[src/rtl/chunk_packer_if.sv]
// rtl/chunk_packer_if.sv - nibble-in / word-out bundle for chunk_packer; out_parity only with CHUNK_PACKER_PARITY_EN
interface chunk_packer_if #(
   parameter int CHUNKS = 2,
   parameter int DEPTH  = 4
) ();
   localparam int W  = 4 * CHUNKS;
   localparam int LW = $clog2(DEPTH) + 1;

   logic          have_output;
   logic [3:0]    in_bits;
   logic          flush;
   logic          out_valid;
   logic          out_ready;
   logic [W-1:0]  out_data;
   logic [LW-1:0] level;
   logic          overflow;
`ifdef CHUNK_PACKER_PARITY_EN
   logic          out_parity;
`endif

   modport master (
`ifdef CHUNK_PACKER_PARITY_EN
      input  out_parity,
`endif
      output have_output, in_bits, flush, out_ready,
      input  out_valid, out_data, level, overflow
   );

   modport slave (
`ifdef CHUNK_PACKER_PARITY_EN
      output out_parity,
`endif
      input  have_output, in_bits, flush, out_ready,
      output out_valid, out_data, level, overflow
   );
endinterface

[src/rtl/chunk_packer.sv]
// rtl/chunk_packer.sv - packs out_chunks nibbles MSB-first into words behind a FIFO; CHUNK_PACKER_PARITY_EN adds out_parity
module chunk_packer #(
   parameter int CHUNKS = 2,
   parameter int DEPTH  = 4
) (
   input logic           clk,
   input logic           reset,
   chunk_packer_if.slave bus
);
   localparam int W  = 4 * CHUNKS;
   localparam int IW = $clog2(CHUNKS + 1);
   localparam int PW = $clog2(DEPTH);
   localparam int LW = PW + 1;
`ifdef CHUNK_PACKER_PARITY_EN
   localparam int EW = W + 1;
`else
   localparam int EW = W;
`endif
   localparam logic [IW-1:0] LAST_IDX = IW'(CHUNKS - 1);
   localparam logic [LW-1:0] FULL_LVL = LW'(DEPTH);
   localparam logic [LW-1:0] ONE_LVL  = LW'(1);

   logic [IW-1:0] idx;
   logic [W-1:0]  asm_q;
   logic [W-1:0]  asm_next;
   logic          word_done;
   logic [EW-1:0] push_entry;

   logic [EW-1:0] mem [DEPTH];
   logic [PW-1:0] wr_ptr;
   logic [PW-1:0] rd_ptr;
   logic [PW-1:0] rd_next;
   logic [LW-1:0] count;
   logic [EW-1:0] head_q;
   logic          overflow_q;

   logic          empty;
   logic          full;
   logic          pop;
   logic          push;

   // Low nibbles of asm_q are always zero, so a flushed word is zero-filled for free.
   always_comb begin
      asm_next = asm_q;
      for (int k = 0; k < CHUNKS; k++) begin
         if (bus.have_output && idx == IW'(k))
            asm_next[W-1-4*k -: 4] = bus.in_bits;
      end
      word_done = (bus.have_output && idx == LAST_IDX) ||
                  (bus.flush && (bus.have_output || idx != '0));
   end

`ifdef CHUNK_PACKER_PARITY_EN
   assign push_entry = {^asm_next, asm_next};
`else
   assign push_entry = asm_next;
`endif

   assign empty   = (count == '0);
   assign full    = (count == FULL_LVL);
   assign pop     = !empty && bus.out_ready;
   assign push    = word_done && (!full || pop);
   assign rd_next = rd_ptr + 1'b1;

   always_ff @(posedge clk) begin
      if (reset) begin
         idx   <= '0;
         asm_q <= '0;
      end else if (word_done) begin
         idx   <= '0;
         asm_q <= '0;
      end else if (bus.have_output) begin
         idx   <= idx + 1'b1;
         asm_q <= asm_next;
      end
   end

   // On a full push+pop the write lands in the slot being vacated, which head_q already holds.
   always_ff @(posedge clk) begin
      if (!reset && push)
         mem[wr_ptr] <= push_entry;
   end

   always_ff @(posedge clk) begin
      if (reset) begin
         wr_ptr     <= '0;
         rd_ptr     <= '0;
         count      <= '0;
         head_q     <= '0;
         overflow_q <= 1'b0;
      end else begin
         if (push)
            wr_ptr <= wr_ptr + 1'b1;
         if (pop)
            rd_ptr <= rd_next;

         case ({push, pop})
            2'b10:   count <= count + 1'b1;
            2'b01:   count <= count - 1'b1;
            default: count <= count;
         endcase

         if (empty && push)
            head_q <= push_entry;
         else if (pop) begin
            if (count > ONE_LVL)
               head_q <= mem[rd_next];
            else if (push)
               head_q <= push_entry;
         end

         if (word_done && full && !pop)
            overflow_q <= 1'b1;
      end
   end

   assign bus.out_valid = !empty;
   assign bus.out_data  = head_q[W-1:0];
   assign bus.level     = count;
   assign bus.overflow  = overflow_q;
`ifdef CHUNK_PACKER_PARITY_EN
   assign bus.out_parity = head_q[W];
`endif

endmodule

[src/flat_wrapper.sv]
// flat-port wrapper written by rule: the top's interface ports become plain ports
module chunk_packer_flat 
#(
   parameter int CHUNKS = 2,
   parameter int DEPTH  = 4
)
  (clk, reset, bus_have_output, bus_in_bits, bus_flush, bus_out_ready, bus_out_valid, bus_out_data, bus_level, bus_overflow);
  chunk_packer_if #(.CHUNKS(CHUNKS), .DEPTH(DEPTH)) bus_i ();
  input logic clk;
  input logic reset;
  input wire logic [$bits(bus_i.have_output)-1:0] bus_have_output;
  input wire logic [$bits(bus_i.in_bits)-1:0] bus_in_bits;
  input wire logic [$bits(bus_i.flush)-1:0] bus_flush;
  input wire logic [$bits(bus_i.out_ready)-1:0] bus_out_ready;
  output wire logic [$bits(bus_i.out_valid)-1:0] bus_out_valid;
  output wire logic [$bits(bus_i.out_data)-1:0] bus_out_data;
  output wire logic [$bits(bus_i.level)-1:0] bus_level;
  output wire logic [$bits(bus_i.overflow)-1:0] bus_overflow;
  assign bus_i.have_output = bus_have_output;
  assign bus_i.in_bits = bus_in_bits;
  assign bus_i.flush = bus_flush;
  assign bus_i.out_ready = bus_out_ready;
  assign bus_out_valid = bus_i.out_valid;
  assign bus_out_data = bus_i.out_data;
  assign bus_level = bus_i.level;
  assign bus_overflow = bus_i.overflow;
  chunk_packer #(.CHUNKS(CHUNKS), .DEPTH(DEPTH)) u_core (.clk(clk), .reset(reset), .bus(bus_i));
endmodule
[config.mk]
export PLATFORM = sky130hd
export DESIGN_NAME = chunk_packer_flat
export DESIGN_NICKNAME = d
export VERILOG_FILES = /design/src/rtl/chunk_packer_if.sv /design/src/rtl/chunk_packer.sv /design/src/flat_wrapper.sv
export SDC_FILE = /design/constraint.sdc
export NUM_CORES = 1
export LEC_CHECK = 0
export ABC_AREA = 0
export CAP_MARGIN = 25
export CORE_AREA = 2 2 89 91
export DETAILED_ROUTE_END_ITERATION = 12
export DIE_AREA = 0 0 91 93
export PLACE_DENSITY_LB_ADDON = 0.15
export SYNTH_ARGS = -nofsm -noshare
export SYNTH_HDL_FRONTEND = slang
export SYNTH_SLANG_ARGS = --single-unit
[constraint.sdc]
create_clock -name clk -period 4.7 [get_ports clk]
set_input_delay 0.705 -clock clk [delete_from_list [all_inputs] [get_ports clk]]
set_output_delay 0.705 -clock clk [all_outputs]
set_load 0.01 [all_outputs]
==> flow_summary.yaml <==
outcome:
  status: "finished, final reports clean"
hold_path:
  hp-start: "u_core.bus.overflow"
  hold_class: "reg2reg"
yosys:
  synth-edff-count: 32
  syn_inst: 179
  synth_area_leaders: "edfxtp_1, dfxtp_1, mux4_2, ha_1, mux2i_1"
  netlist-cell-type-count: 36
  synth.largest_area_cell: "edfxtp_1"
  synth_top_area_frac: 0.3770
  synth_seq_cells: 58
  netlist_area_um2: 2549
  synth.most_common_cell: "edfxtp_1"
  avgSynthCellArea_um2: 14.24
  synth_common_cells: "edfxtp_1, dfxtp_1, ha_1, mux2i_1"
  syn-num-nets: 199
  synth-main-ff-cell: "edfxtp_1"
  yosys_warnings: 0
  synth-seq-area-share: 0.5812
  ys_async_sr_fraction: 0
sta:
  finalSetupViolCount: 0
  timing_hold_violations_final: 0
  post-route-min-period_ns: 2.636
  setup_tns_ns: 0
  final_max_slew_viol_count: 0
  timing.final.crit_share: 0.5609
  max-slew-margin-rel: 0.5826
  skew_ns: 0.008174
  max_freq_mhz: 379.3
  timing.hold.ws_ns: 0.4772
  worstMarginPinSlew_ns: 0.6252
  rsz0062_at_grt: "no"
critical_path:
  crit_start: "u_core.bus.level[0]"
  cp_max_fo: 6
  timing.rr.start: "u_core.bus.level[0]"
  crit_arrival_ns: 1.93
  required_ns: 3.99
  crit_type: "reg2out"
  cp-start-kind: "flip-flop"
  cp-end-kind: "primary output"
layout:
  syn2layout_area_growth_pct: 17.82
  n_fill_cell: 745
  diodes: 0
  final_layout_size_suffix_gt1_frac: 0.1770
  nets: 224
placed_design:
  dp_hpwl_um: 3501
  routabilityCongestion: 0.7432
  port_buffers: 21
power:
  power_mw: 1.520
  power_leakage_nw: 1.114
  peakVddDrop_mv: 0.1734
  cellPowerDensity_nw_per_um2: 506.2
global_routing:
  grt-ovfl-total: 0
  grt_pass1_vias: 1532
  grt_max_degree: 14
  antenna_found_initial: 0
  grtUsageTotal: 0.1238
  grt_pass1_wl_um: 7755
drt:
  routed-via-count: 1445
  via_per_inst: 4.646
  dr.first_iter.drc_count: 112
  top_layer_used: "met4"
  route.met2.wl_um: 2292
  drc: 0
  wl_per_cell_um: 15.60
  route.antenna.remaining_nets: 0
  wl_met1_um: 2285
  routed_wl_um: 4851
  drt-pass1-iter-count: 4
  wl_met3_um: 190
clock_network:
  cts_made_buffers: 9
  cts_hold_buffers: 0
  cts_buffer_depth: 2
  clk-insertion-delay-late_ns: 0.32
  clkTransAtPathRegs_ns: 0.06
  cts_tree: "yes"
  post_cts_buffers: 0
  clock-sinks: 58
  htree_levels: 3
  ctsResizeCount: 0
  root_buffer: "clkbuf_8"
floorplan:
  core_area_um2: 7527
  chipWidth_um: 91
  row_count: 32
  pin_count: 22
  start_util: 0.3386
  dieArea_um2: 8463
  die_h_um: 93
run:
  cap_viol_max_count: 0
-- stage by stage --
stage | area (um^2) | std cells | util | worst slack (ns)
3_5_place_dp | 2843 | 295 | 0.3777 | 1.774
4_1_cts | 3003 | 311 | 0.3989 | 2.022
5_1_grt | 3003 | 311 | 0.3989 | 1.908
2_1_floorplan | 2549 | 179 | - | 2.438
6_report | 3003 | 311 | 0.3989 | 2.064
3_3_place_gp | 2843 | 295 | 0.3777 | 1.846
-- layout make-up --
class	count	area, um^2	share of cell area
sequential	58	1481	0.4933
timing repair buffer	21	210.2	0.07000
multi-input combinational	105	989.7	0.3296
inverter	9	33.78	0.01125
tap	102	127.6	0.04250
clock buffer	16	160.2	0.05333
-- critical path: stages (launching register included) --
cell,delay [ns]
dfxtp_1,0.44
inv_1,0.10
ha_1,0.28
nand2b_1,0.22
clkdlybuf4s50_1,0.58
-- layer usage --
metal | up-vias | GRT usage
li1 | 707 | -
met1 | 696 | 0.1578
met2 | 35 | 0.1901
met3 | 7 | 0.03546
met4 | 0 | 0.06818
met5 | - | 0
-- sequential cells by signal, summed over array words and instances, names as in the netlist --
signal	cells
u_core.mem	32
u_core.idx	2
u_core.bus.overflow	1
u_core.bus.level	3
u_core.bus.out_data	8
u_core.asm_q	8
u_core.rd_ptr	2
u_core.wr_ptr	2
-- worst paths after layout --
| check | to | depth (start not counted) | slack [ns] |
|---|---|---|---|
| min reg2reg | u_core.bus.overflow | 2 | 0.48 |
| min | u_core.bus.overflow | 2 | 0.48 |
| max reg2reg | u_core.bus.level[2] | 8 | 2.34 |
| max | bus_out_valid | 4 | 2.06 |
-- power by group --
group / total, mW / switching (mW) / internal (mW)
clock: 0.377 / 0.169 / 0.207
sequential: 0.654 / 0.0574 / 0.597
combinational: 0.489 / 0.248 / 0.241
total: 1.52 / 0.475 / 1.05
-- placed cells by master (no fill, tap or decap), drive strengths merged, types with 2 or more instances in the layout --
cell type / instances
edfxtp: 32
a21oi: 11
dfxtp: 26
ha: 11
nand2b: 2
nor2b: 9
xor2: 3
inv: 9
xnor2: 3
nand2: 3
mux2: 8
and3: 4
clkdlybuf4s50: 21
clkbuf: 16
o31ai: 8
o21ai: 2
mux2i: 11
nor2: 9
mux4: 8
nand3: 2
-- logic make-up after synthesis --
kind of cell               Yosys count  share of synthesized area
muxes                               27                     0.1492
buffers and inverters               16                    0.03043
xor gates and xnor gates             6                    0.02062
adders and majority gates           11                    0.05400
AOI/OAI and AO/OA                   27                    0.09229
DFF                                 58                     0.5812
and+or+nand+nor                     34                    0.07217
No activity file was read; power rests on OpenSTA's default activity.
